==> src/rtl/dmem_arbiter_pkg.sv <==
// Shared types and default parameters for the data-memory arbiter.
package dmem_arb_pkg;

    typedef enum logic [1:0] {
        OWN_NONE,
        OWN_CPU,
        OWN_EXT
    } owner_t;

    localparam int DEF_ADDR_WIDTH   = 32;
    localparam int DEF_DATA_WIDTH   = 32;
    localparam int DEF_STARVE_LIMIT = 4;
    localparam int CNT_WIDTH        = 4;

endpackage

==> src/rtl/dmem_arbiter_if.sv <==
// Bus bundle between the two requesters, the arbiter and the data memory.
interface dmem_arbiter_if
    import dmem_arb_pkg::*;
#(
    parameter int ADDR_WIDTH = DEF_ADDR_WIDTH,
    parameter int DATA_WIDTH = DEF_DATA_WIDTH
);
    logic                  cpu_req;
    logic                  cpu_we;
    logic [ADDR_WIDTH-1:0] cpu_addr;
    logic [DATA_WIDTH-1:0] cpu_wdata;
    logic                  cpu_stall;
    logic [DATA_WIDTH-1:0] cpu_rdata;
    logic                  cpu_rvalid;

    logic                  ext_req;
    logic                  ext_we;
    logic [ADDR_WIDTH-1:0] ext_addr;
    logic [DATA_WIDTH-1:0] ext_wdata;
    logic                  ext_gnt;
    logic [DATA_WIDTH-1:0] ext_rdata;
    logic                  ext_rvalid;

    logic [ADDR_WIDTH-1:0] mem_addr;
    logic [DATA_WIDTH-1:0] mem_wdata;
    logic                  mem_we;
    logic                  mem_re;
    logic [DATA_WIDTH-1:0] mem_rdata;

    modport slave (
        input  cpu_req, cpu_we, cpu_addr, cpu_wdata,
        output cpu_stall, cpu_rdata, cpu_rvalid,
        input  ext_req, ext_we, ext_addr, ext_wdata,
        output ext_gnt, ext_rdata, ext_rvalid,
        output mem_addr, mem_wdata, mem_we, mem_re,
        input  mem_rdata
    );

    modport master (
        output cpu_req, cpu_we, cpu_addr, cpu_wdata,
        input  cpu_stall, cpu_rdata, cpu_rvalid,
        output ext_req, ext_we, ext_addr, ext_wdata,
        input  ext_gnt, ext_rdata, ext_rvalid,
        input  mem_addr, mem_wdata, mem_we, mem_re,
        output mem_rdata
    );

endinterface

==> src/rtl/dmem_arbiter_sat_counter.sv <==
// Saturating up-counter with synchronous clear; clear wins over increment.
module sat_counter
    import dmem_arb_pkg::*;
#(
    parameter int WIDTH = CNT_WIDTH,
    parameter int LIMIT = DEF_STARVE_LIMIT
) (
    input  logic             clk,
    input  logic             reset,
    input  logic             clr,
    input  logic             inc,
    output logic [WIDTH-1:0] count
);
    localparam logic [WIDTH-1:0] MAX = WIDTH'(LIMIT);

    logic [WIDTH-1:0] count_reg;
    logic [WIDTH-1:0] count_next;

    always_comb begin
        count_next = count_reg;
        if (clr) begin
            count_next = '0;
        end else if (inc && (count_reg != MAX)) begin
            count_next = count_reg + WIDTH'(1);
        end
    end

    always_ff @(posedge clk or negedge reset) begin
        if (!reset) begin
            count_reg <= '0;
        end else begin
            count_reg <= count_next;
        end
    end

    assign count = count_reg;

endmodule

==> src/rtl/dmem_arbiter.sv <==
// Single-port data memory arbiter: CPU has priority, ext is forced through
// after STARVE_LIMIT consecutive denied cycles. Reads return one cycle later.
module dmem_arbiter
    import dmem_arb_pkg::*;
#(
    parameter int ADDR_WIDTH   = DEF_ADDR_WIDTH,
    parameter int DATA_WIDTH   = DEF_DATA_WIDTH,
    parameter int STARVE_LIMIT = DEF_STARVE_LIMIT
) (
    input logic           clk,
    input logic           reset,
    dmem_arbiter_if.slave bus
);
    localparam logic [CNT_WIDTH-1:0] LIMIT = CNT_WIDTH'(STARVE_LIMIT);

    owner_t                owner;
    logic [CNT_WIDTH-1:0]  starve_cnt;
    logic                  ext_gnt_w;

    logic                  cpu_rvalid_reg;
    logic                  ext_rvalid_reg;
    logic [DATA_WIDTH-1:0] cpu_rdata_reg;
    logic [DATA_WIDTH-1:0] ext_rdata_reg;

    always_comb begin
        owner = OWN_NONE;
        if (bus.cpu_req && bus.ext_req) begin
            owner = (starve_cnt == LIMIT) ? OWN_EXT : OWN_CPU;
        end else if (bus.cpu_req) begin
            owner = OWN_CPU;
        end else if (bus.ext_req) begin
            owner = OWN_EXT;
        end
    end

    assign ext_gnt_w     = (owner == OWN_EXT);
    assign bus.ext_gnt   = ext_gnt_w;
    assign bus.cpu_stall = bus.cpu_req && (owner != OWN_CPU);

    // The loser never reaches the memory port, so its write cannot leak through.
    always_comb begin
        bus.mem_addr  = '0;
        bus.mem_wdata = '0;
        bus.mem_we    = 1'b0;
        bus.mem_re    = 1'b0;
        case (owner)
            OWN_CPU: begin
                bus.mem_addr  = bus.cpu_addr;
                bus.mem_wdata = bus.cpu_wdata;
                bus.mem_we    = bus.cpu_we;
                bus.mem_re    = !bus.cpu_we;
            end
            OWN_EXT: begin
                bus.mem_addr  = bus.ext_addr;
                bus.mem_wdata = bus.ext_wdata;
                bus.mem_we    = bus.ext_we;
                bus.mem_re    = !bus.ext_we;
            end
            default: ;
        endcase
    end

    sat_counter #(
        .WIDTH (CNT_WIDTH),
        .LIMIT (STARVE_LIMIT)
    ) u_starve (
        .clk   (clk),
        .reset (reset),
        .clr   (ext_gnt_w || !bus.ext_req),
        .inc   (bus.ext_req && !ext_gnt_w),
        .count (starve_cnt)
    );

    always_ff @(posedge clk or negedge reset) begin
        if (!reset) begin
            cpu_rvalid_reg <= 1'b0;
            ext_rvalid_reg <= 1'b0;
            cpu_rdata_reg  <= '0;
            ext_rdata_reg  <= '0;
        end else begin
            cpu_rvalid_reg <= (owner == OWN_CPU) && !bus.cpu_we;
            ext_rvalid_reg <= (owner == OWN_EXT) && !bus.ext_we;
            if ((owner == OWN_CPU) && !bus.cpu_we) begin
                cpu_rdata_reg <= bus.mem_rdata;
            end
            if ((owner == OWN_EXT) && !bus.ext_we) begin
                ext_rdata_reg <= bus.mem_rdata;
            end
        end
    end

    assign bus.cpu_rvalid = cpu_rvalid_reg;
    assign bus.ext_rvalid = ext_rvalid_reg;
    assign bus.cpu_rdata  = cpu_rdata_reg;
    assign bus.ext_rdata  = ext_rdata_reg;

endmodule

==> src/flat_wrapper.sv <==
// flat-port wrapper written by rule: the top's interface ports become plain ports
module dmem_arbiter_flat import dmem_arb_pkg::*;
#(
    parameter int ADDR_WIDTH   = DEF_ADDR_WIDTH,
    parameter int DATA_WIDTH   = DEF_DATA_WIDTH,
    parameter int STARVE_LIMIT = DEF_STARVE_LIMIT
)
  (clk, reset, bus_cpu_req, bus_cpu_we, bus_cpu_addr, bus_cpu_wdata, bus_cpu_stall, bus_cpu_rdata, bus_cpu_rvalid, bus_ext_req, bus_ext_we, bus_ext_addr, bus_ext_wdata, bus_ext_gnt, bus_ext_rdata, bus_ext_rvalid, bus_mem_addr, bus_mem_wdata, bus_mem_we, bus_mem_re, bus_mem_rdata);
  dmem_arbiter_if #(.ADDR_WIDTH(ADDR_WIDTH), .DATA_WIDTH(DATA_WIDTH)) bus_i ();
  input logic clk;
  input logic reset;
  input wire logic [$bits(bus_i.cpu_req)-1:0] bus_cpu_req;
  input wire logic [$bits(bus_i.cpu_we)-1:0] bus_cpu_we;
  input wire logic [$bits(bus_i.cpu_addr)-1:0] bus_cpu_addr;
  input wire logic [$bits(bus_i.cpu_wdata)-1:0] bus_cpu_wdata;
  output wire logic [$bits(bus_i.cpu_stall)-1:0] bus_cpu_stall;
  output wire logic [$bits(bus_i.cpu_rdata)-1:0] bus_cpu_rdata;
  output wire logic [$bits(bus_i.cpu_rvalid)-1:0] bus_cpu_rvalid;
  input wire logic [$bits(bus_i.ext_req)-1:0] bus_ext_req;
  input wire logic [$bits(bus_i.ext_we)-1:0] bus_ext_we;
  input wire logic [$bits(bus_i.ext_addr)-1:0] bus_ext_addr;
  input wire logic [$bits(bus_i.ext_wdata)-1:0] bus_ext_wdata;
  output wire logic [$bits(bus_i.ext_gnt)-1:0] bus_ext_gnt;
  output wire logic [$bits(bus_i.ext_rdata)-1:0] bus_ext_rdata;
  output wire logic [$bits(bus_i.ext_rvalid)-1:0] bus_ext_rvalid;
  output wire logic [$bits(bus_i.mem_addr)-1:0] bus_mem_addr;
  output wire logic [$bits(bus_i.mem_wdata)-1:0] bus_mem_wdata;
  output wire logic [$bits(bus_i.mem_we)-1:0] bus_mem_we;
  output wire logic [$bits(bus_i.mem_re)-1:0] bus_mem_re;
  input wire logic [$bits(bus_i.mem_rdata)-1:0] bus_mem_rdata;
  assign bus_i.cpu_req = bus_cpu_req;
  assign bus_i.cpu_we = bus_cpu_we;
  assign bus_i.cpu_addr = bus_cpu_addr;
  assign bus_i.cpu_wdata = bus_cpu_wdata;
  assign bus_cpu_stall = bus_i.cpu_stall;
  assign bus_cpu_rdata = bus_i.cpu_rdata;
  assign bus_cpu_rvalid = bus_i.cpu_rvalid;
  assign bus_i.ext_req = bus_ext_req;
  assign bus_i.ext_we = bus_ext_we;
  assign bus_i.ext_addr = bus_ext_addr;
  assign bus_i.ext_wdata = bus_ext_wdata;
  assign bus_ext_gnt = bus_i.ext_gnt;
  assign bus_ext_rdata = bus_i.ext_rdata;
  assign bus_ext_rvalid = bus_i.ext_rvalid;
  assign bus_mem_addr = bus_i.mem_addr;
  assign bus_mem_wdata = bus_i.mem_wdata;
  assign bus_mem_we = bus_i.mem_we;
  assign bus_mem_re = bus_i.mem_re;
  assign bus_i.mem_rdata = bus_mem_rdata;
  dmem_arbiter #(.ADDR_WIDTH(ADDR_WIDTH), .DATA_WIDTH(DATA_WIDTH), .STARVE_LIMIT(STARVE_LIMIT)) u_core (.clk(clk), .reset(reset), .bus(bus_i));
endmodule
==> config.mk <==
export PLATFORM = sky130hd
export DESIGN_NAME = dmem_arbiter_flat
export DESIGN_NICKNAME = d
export VERILOG_FILES = /design/src/rtl/dmem_arbiter_pkg.sv /design/src/rtl/dmem_arbiter_if.sv /design/src/rtl/dmem_arbiter_sat_counter.sv /design/src/rtl/dmem_arbiter.sv /design/src/flat_wrapper.sv
export SDC_FILE = /design/constraint.sdc
export NUM_CORES = 1
export LEC_CHECK = 0
export BUFFER_PORTS_ARGS = -buffer_cell sky130_fd_sc_hd__buf_2
export CAP_MARGIN = 20
export CORE_AREA = 2 2 116 118
export CTS_CLUSTER_SIZE = 8
export DETAILED_ROUTE_END_ITERATION = 10
export DIE_AREA = 0 0 118 120
export GPL_ROUTABILITY_DRIVEN = 1
export PLACE_DENSITY = 0.67
export SLEW_MARGIN = 0
export SYNTH_ARGS = -nofsm -noshare
export SYNTH_HDL_FRONTEND = slang
export SYNTH_HIERARCHICAL = 1
export SYNTH_SLANG_ARGS = --single-unit
==> constraint.sdc <==
create_clock -name clk -period 2.2 [get_ports clk]
set_input_delay 0.11 -clock clk [delete_from_list [all_inputs] [get_ports clk]]
set_output_delay 0.11 -clock clk [all_outputs]
set_load 0.1 [all_outputs]
==> results.py, run 1 <==
metrics = {
    "logic_synthesis": {
        "ys_seq_area_frac": 0.518,
        "avgSynthCellArea_um2": 13.5,
        "async_flop_share": 1.00,
        "ys.flop_type": "dfrtp_1",
        "ys_types": 26,
        "syn_nets": 419,
        "ys_seq_elements": 70,
        "synthCells": 251,
        "synth_edf_count": 0,
        "synth.top_cell.area_share": 0.518,
        "netlist_top_cells_area": "dfrtp_1 (52%), mux2_2 (22%), a22o_1 (17%)",
        "yosysWarnings": 6,
        "yosys.area.top_type": "dfrtp_1",
        "syn_area_um2": 3380,
        "synth_common_cells": "dfrtp_1 (70), a22o_1 (65), mux2_2 (65), buf_4 (8), clkbuf_1 (7)",
        "yosysMostFrequentCell": "dfrtp_1",
    },
    "critical_path": {
        "critPathMaxFanout": 10,
        "path_delay_family": "simple AND/OR/NAND/NOR gates",
        "worst-setup-path-type": "flip-flop to primary output",
        "slowest_stage": "or4b_4",
        "critPathCaptureType": "primary output",
        "worstPathRequired_ps": 2090,
        "cp_cell_sequence": "or4b_4 > a21boi_4 > buf_12 > buf_12 > a22o_2 > buf_12",
        "start_kind": "flip-flop",
        "crit_path_max_incr_delay_ps": 570,
        "r2r_cells": 6,
        "crit_top_cell": "buf_12",
        "rrSetupSlack_ps": 100,
        "timing.rr.end": "u_core/bus.ext_rdata[8]",
        "cp.arrival_ps": 2160,
        "r2r-start": "u_core/u_starve/count[1]",
        "timing.critical_path.buf_inv": 3,
        "startpoint": "u_core/u_starve/count[1]",
    },
    "layout": {
        "fillCellCount": 1071,
        "multiInputGateArea_um2": 2030,
        "final_layout_size_suffix_gt1_frac": 0.840,
        "area_growth_syn_to_layout_pct": 115,
        "fin_nets": 740,
        "final_cell_area_um2": 7280,
        "seqCellArea_um2": 1750,
        "utilization": 0.561,
    },
    "cts": {
        "cts_root_buf": "clkbuf_16",
        "cts_tree": "built",
        "cts.sinks": 70,
        "cts.path.max_buffers": 2,
        "cts_made_buffers": 9,
        "htree_levels": 3,
        "clk_pin_slew_ps": 50,
        "clk_latency_ps": 330,
    },
    "route": {
        "wl_per_cell_um": 20.8,
        "via_per_inst": 4.71,
        "routed_wl_mm": 15.7,
        "dr.pass1.iters": 4,
        "drc": 0,
        "vias": 3545,
        "ant_nets": 0,
        "drt_iter0_drc": 165,
    },
    "placed_design": {
        "globalplace.congestion": 0.986,
        "hpwl_mm": 12.0,
        "port_buffers": 299,
        "postPlaceCellArea_um2": 6360,
    },
    "hold_path": {
        "hold_depth": 2,
        "hold_class": "input port to flip-flop",
        "hp-start": "bus_mem_rdata[24]",
        "min_to": "u_core/bus.cpu_rdata[24]",
    },
    "global_routing": {
        "grt_pass1_wl_mm": 22.2,
        "grt_pass1_vias": 3768,
        "grt_antenna_before_repair": 5,
        "overflow": 0,
        "grt_max_degree": 71,
        "track_usage": 0.208,
    },
    "timing": {
        "min_period_over_period": 1.03,
        "fin_skew_ps": 6.64,
        "fin_ws_ps": -66.4,
        "max_freq_ghz": 0.441,
        "relSlewSlack": 0.663,
        "tightest_slew_ps": 509,
        "rsz0062_at_grt": "yes",
        "layout_min_cycle_time_ps": 2270,
        "slew_violations": 0,
        "setup_viol_count_final": 63,
        "finalHoldViolCount": 0,
    },
    "floorplan": {
        "placeableCoreArea_um2": 13000,
        "ios": 300,
        "num_rows": 42,
        "die_w_um": 118,
        "die_area_um2": 14200,
        "die_h_um": 120,
        "initial_core_util": 0.261,
    },
    "power_and_ir_drop": {
        "total_power_mw": 6.69,
        "ir_worst_vdd_uv": 759,
        "p_per_area_nw_per_um2": 918,
        "leakage_nw": 3.54,
    },
    "run_status": {
        "failed_checks": "negative setup slack",
        "status": "finished, violations left",
    },
    "flow_run": {
        "maxCapViolCount": 0,
    },
}
metal layers:
layer,vias up,part of all wire,global-route usage
met5,-,0.0024,0
li1,1615,-,-
met4,6,0.034,0.0723
met2,183,0.51,0.370
met1,1700,0.38,0.233
met3,41,0.072,0.0694
per-stage QoR:
step | TNS, ps | instances | hold slack, ps | setup slack (ps)
CTS | -3730 | 742 | 11.5 | -100
global placement | 0 | 717 | 150 | 120
detailed placement | 0 | 717 | 164 | 92.8
floorplan | -1.92 | 251 | -186 | -1.92
finish | -1950 | 752 | 26.4 | -66.4
global route | -5790 | 751 | 24.4 | -122
what timing repair did:
action / CTS / global route
cloned: 2 / 5
setup buffers: 9 / 3
pin swaps: 4 / 3
gates resized for setup: 31 / 21
endpoints found under the hold margin: 70 / 0
endpoints found under the setup margin: 66 / 66
hold buffers: 1 / 0
cell type report:
class | count | area share
Sequential cell | 70 | 0.241
Tap cell | 176 | 0.0302
Inverter | 4 | 0.00206
Multi-Input combinational cell | 157 | 0.278
Antenna cell | 2 | 0.000687
Clock inverter | 1 | 0.00412
Timing Repair Buffer | 330 | 0.407
Clock buffer | 12 | 0.0366
where the power goes:
part           switching (mW)  internal [mW]
Clock                   0.481          0.950
Sequential              0.103           1.49
Combinational            2.69          0.969
how the worst max path moves through the flow:
stage	endpoint	cells past startpoint
floorplan	bus_mem_addr[4]	5
global placement	bus_mem_addr[24]	6
detailed placement	bus_mem_addr[24]	5
CTS	bus_mem_addr[18]	6
global route	bus_mem_wdata[8]	6
finish	bus_mem_wdata[12]	6
cell families (layout without fill, tap and decap cells):
kind of cell    Yosys count  after routing  share of synthesized area
compound gates           72             72                      0.186
flops                    70             70                      0.518
mux                      66             66                      0.219
buf+inv                  24            347                     0.0374
simple gates             17             17                     0.0318
fa+ha+maj                 2              2                    0.00740
other cells               0              2                          0
layout by cell type (no fill, tap or decap):
| cell type | instances |
|---|---|
| a21oi_4 | 2 |
| or2_4 | 1 |
| buf_12 | 76 |
| a211oi_1 | 1 |
| buf_6 | 1 |
| a22o_2 | 12 |
| or4b_4 | 1 |
| nor4b_2 | 1 |
| a21boi_4 | 2 |
| nand2b_1 | 4 |
| a21boi_2 | 1 |
| or3_1 | 1 |
| ha_1 | 2 |
| nand4_1 | 1 |
| dlygate4sd3_1 | 1 |
| nor2b_2 | 1 |
| nand2_1 | 2 |
| nor3_1 | 1 |
| buf_2 | 231 |
| bufinv_16 | 1 |
| a21oi_1 | 1 |
| and3_1 | 2 |
| buf_16 | 2 |
| mux2_2 | 65 |
| inv_1 | 4 |
| nor2_1 | 2 |
| dfrtp_2 | 1 |
| buf_4 | 15 |
| diode_2 | 2 |
| mux2i_1 | 1 |
| clkbuf_16 | 13 |
| a22o_4 | 53 |
| clkbuf_8 | 3 |
| dfrtp_1 | 69 |
(Power assumes the default switching activity.)
==> run 2: changes to the inputs <==
--- a/config.mk
+++ b/config.mk
@@ -5,6 +5,8 @@
 export SDC_FILE = /design/constraint.sdc
 export NUM_CORES = 1
 export LEC_CHECK = 0
+export ABC_AREA = 1
+export ABC_CLOCK_PERIOD_IN_PS = 2200
 export BUFFER_PORTS_ARGS = -buffer_cell sky130_fd_sc_hd__buf_2
 export CAP_MARGIN = 20
 export CORE_AREA = 2 2 116 118
@@ -12,7 +14,7 @@
 export DETAILED_ROUTE_END_ITERATION = 10
 export DIE_AREA = 0 0 118 120
 export GPL_ROUTABILITY_DRIVEN = 1
-export PLACE_DENSITY = 0.67
+export PLACE_DENSITY = 0.7
 export SLEW_MARGIN = 0
 export SYNTH_ARGS = -nofsm -noshare
 export SYNTH_HDL_FRONTEND = slang
==> results.py, run 2 <==
metrics = {
    "logic_synthesis": {
        "synth_common_cells": "nand2_1 (329), dfrtp_1 (70), nand3_1 (38), nand4_1 (34), buf_2 (18)",
        "syn_area_um2": 3750,
        "ys_seq_area_frac": 0.467,
        "yosysWarnings": 6,
        "yosysMostFrequentCell": "nand2_1",
        "synth_edf_count": 0,
        "ys_seq_elements": 70,
        "avgSynthCellArea_um2": 6.98,
        "synthCells": 537,
        "syn_nets": 705,
        "yosys.area.top_type": "dfrtp_1",
        "async_flop_share": 1.00,
        "synth.top_cell.area_share": 0.467,
        "ys.flop_type": "dfrtp_1",
        "ys_types": 21,
        "netlist_top_cells_area": "dfrtp_1 (47%), nand2_1 (33%), nand4_1 (5.7%)",
    },
    "critical_path": {
        "critPathMaxFanout": 15,
        "worstPathRequired_ps": 2090,
        "worst-setup-path-type": "flip-flop to primary output",
        "critPathCaptureType": "primary output",
        "crit_top_cell": "nand2_1",
        "start_kind": "flip-flop",
        "crit_path_max_incr_delay_ps": 450,
        "slowest_stage": "dfrtp_1",
        "cp_cell_sequence": "nor2_4 > nand3_4 > nand2_2 > clkinv_4 > buf_4 > nand2_1 > nand2_1 > buf_12",
        "cp.arrival_ps": 1950,
        "path_delay_family": "simple AND/OR/NAND/NOR gates",
        "timing.critical_path.buf_inv": 3,
    },
    "hold_path": {
        "hold_class": "input port to flip-flop",
    },
    "layout": {
        "final_cell_area_um2": 6940,
        "fin_cells": 1013,
        "fin_nets": 999,
        "area_growth_syn_to_layout_pct": 85.1,
        "mostFrequentLayoutCell": "nand2_1",
        "utilization": 0.535,
        "final_layout_size_suffix_gt1_frac": 0.427,
        "most-common-layout-cells": "nand2_1 (319), buf_2 (231), buf_12 (70)",
        "fillCellCount": 1205,
    },
    "timing": {
        "relSlewSlack": 0.645,
        "fin_ws_ps": 139,
        "hold_ws_ps": 38.5,
        "tightest_slew_ps": 536,
        "setup_viol_count_final": 0,
        "slew_violations": 0,
        "rsz0062_at_grt": "no",
        "fin_skew_ps": 6.89,
        "layout_min_cycle_time_ps": 2060,
        "max_freq_ghz": 0.485,
        "min_period_over_period": 0.937,
        "finalHoldViolCount": 0,
        "finalSetupTns_ps": 0,
    },
    "floorplan": {
        "initial_core_util": 0.289,
        "placeableCoreArea_um2": 13000,
        "num_rows": 42,
        "die_area_um2": 14200,
        "die_w_um": 118,
        "ios": 300,
        "die_h_um": 120,
    },
    "route": {
        "routed_wl_mm": 16.4,
        "drt_iter0_drc": 311,
        "drc": 0,
        "vias": 4664,
        "wl_per_cell_um": 16.2,
        "ant_nets": 0,
        "dr.pass1.iters": 5,
        "via_per_inst": 4.60,
    },
    "global_routing": {
        "grt_max_degree": 71,
        "grt_pass1_wl_mm": 24.0,
        "grt_antenna_before_repair": 2,
        "grt_pass1_vias": 4398,
        "overflow": 0,
        "track_usage": 0.217,
    },
    "cts": {
        "htree_levels": 3,
        "clk_latency_ps": 330,
        "clk_pin_slew_ps": 60,
        "cts_root_buf": "clkbuf_16",
        "cts.path.max_buffers": 2,
        "cts.sinks": 70,
        "cts_tree": "built",
        "cts_made_buffers": 9,
    },
    "power_and_ir_drop": {
        "combPwrFrac": 0.508,
        "p_per_area_nw_per_um2": 910,
        "switching_share": 0.498,
        "total_power_mw": 6.32,
        "ir_worst_vdd_uv": 663,
        "internal-power_mw": 3.17,
        "switching_power_mw": 3.15,
        "pwr-share-seq": 0.244,
        "pwr-share-clk": 0.248,
        "leakage_nw": 3.97,
    },
    "placed_design": {
        "placed_cells": 990,
        "globalplace.congestion": 0.830,
        "pre_cts_slack_ps": 203,
        "hpwl_mm": 12.1,
        "postPlaceCellArea_um2": 6470,
        "port_buffers": 299,
    },
    "run_status": {
        "status": "finished clean",
    },
    "flow_run": {
        "maxCapViolCount": 0,
    },
}
==> run 2: worst reg2reg max path, cell delays in order (launching register included) <==
cell,delay (ps)
dfrtp_1,450
nor2_4,160
nand3_4,150
nand2_2,130
clkinv_4,130
buf_4,210
nand2_1,100
inv_1,70
a21oi_1,160
nor2_1,60
nand2_1,60
inv_1,40
==> run 2: what timing repair did <==
action                     in CTS  in global routing
hold buffers                    1                  0
setup buffers                   0                  2
setup endpoints to repair      66                 53
resized for setup               2                  9
hold endpoints to repair       70                  0
pin swaps                       0                  1
cloned                          1                  2
==> run 2: cell families (layout without fill, tap and decap cells) <==
| group | after synthesis | count (layout) | share of synthesized area |
|---|---|---|---|
| and+or+nand+nor | 410 | 410 | 0.456 |
| DFF | 70 | 70 | 0.467 |
| buffers and inverters | 51 | 350 | 0.0641 |
| AOI/OAI and AO/OA | 4 | 4 | 0.00634 |
| adders and majority gates | 2 | 2 | 0.00667 |
| other | 0 | 1 | 0 |
==> run 2: path summary, 6_finish.rpt <==
kind,from,endpoint,slack [ps],cells past startpoint
min reg2reg,u_core/bus.cpu_rdata[3],u_core/bus.cpu_rdata[3],460,2
max in group asynchronous,reset,u_core/bus.ext_rdata[14],1550,3
max,u_core/u_starve/count[1],bus_mem_wdata[1],140,8
min in group asynchronous,reset,u_core/bus.ext_rdata[16],320,3
min,bus_mem_rdata[18],u_core/bus.ext_rdata[18],40,3
max reg2reg,u_core/u_starve/count[1],u_core/u_starve/count[2],380,11
==> run 2: layer usage <==
| layer | vias up | global-route usage | share of wire |
|---|---|---|---|
| li1 | 2285 | - | - |
| met1 | 2138 | 0.269 | 0.40 |
| met2 | 220 | 0.355 | 0.49 |
| met3 | 19 | 0.0875 | 0.094 |
| met4 | 2 | 0.0535 | 0.016 |
| met5 | - | 0 | 0.00097 |
==> run 2: area by class of cell <==
type / count / area, um^2 / share of cell area
Antenna cell: 1 / 2.50 / 0.000360
Clock buffer: 9 / 225 / 0.0324
Clock inverter: 7 / 97.6 / 0.0141
Inverter: 15 / 61.3 / 0.00883
Multi-Input combinational cell: 416 / 1800 / 0.260
Sequential cell: 70 / 1750 / 0.253
Tap cell: 176 / 220 / 0.0317
Timing Repair Buffer: 319 / 2780 / 0.400
==> run 2: power by group through the flow <==
stage               Combinational (mW)  Sequential (mW)  Clock [mW]
detailed placement                3.19             1.56           0
finish                            3.21             1.54        1.57
floorplan                         1.00             2.81           0
global placement                  3.17             1.56           0
global route                      3.31             1.57        1.67
CTS                               3.20             1.54        1.59
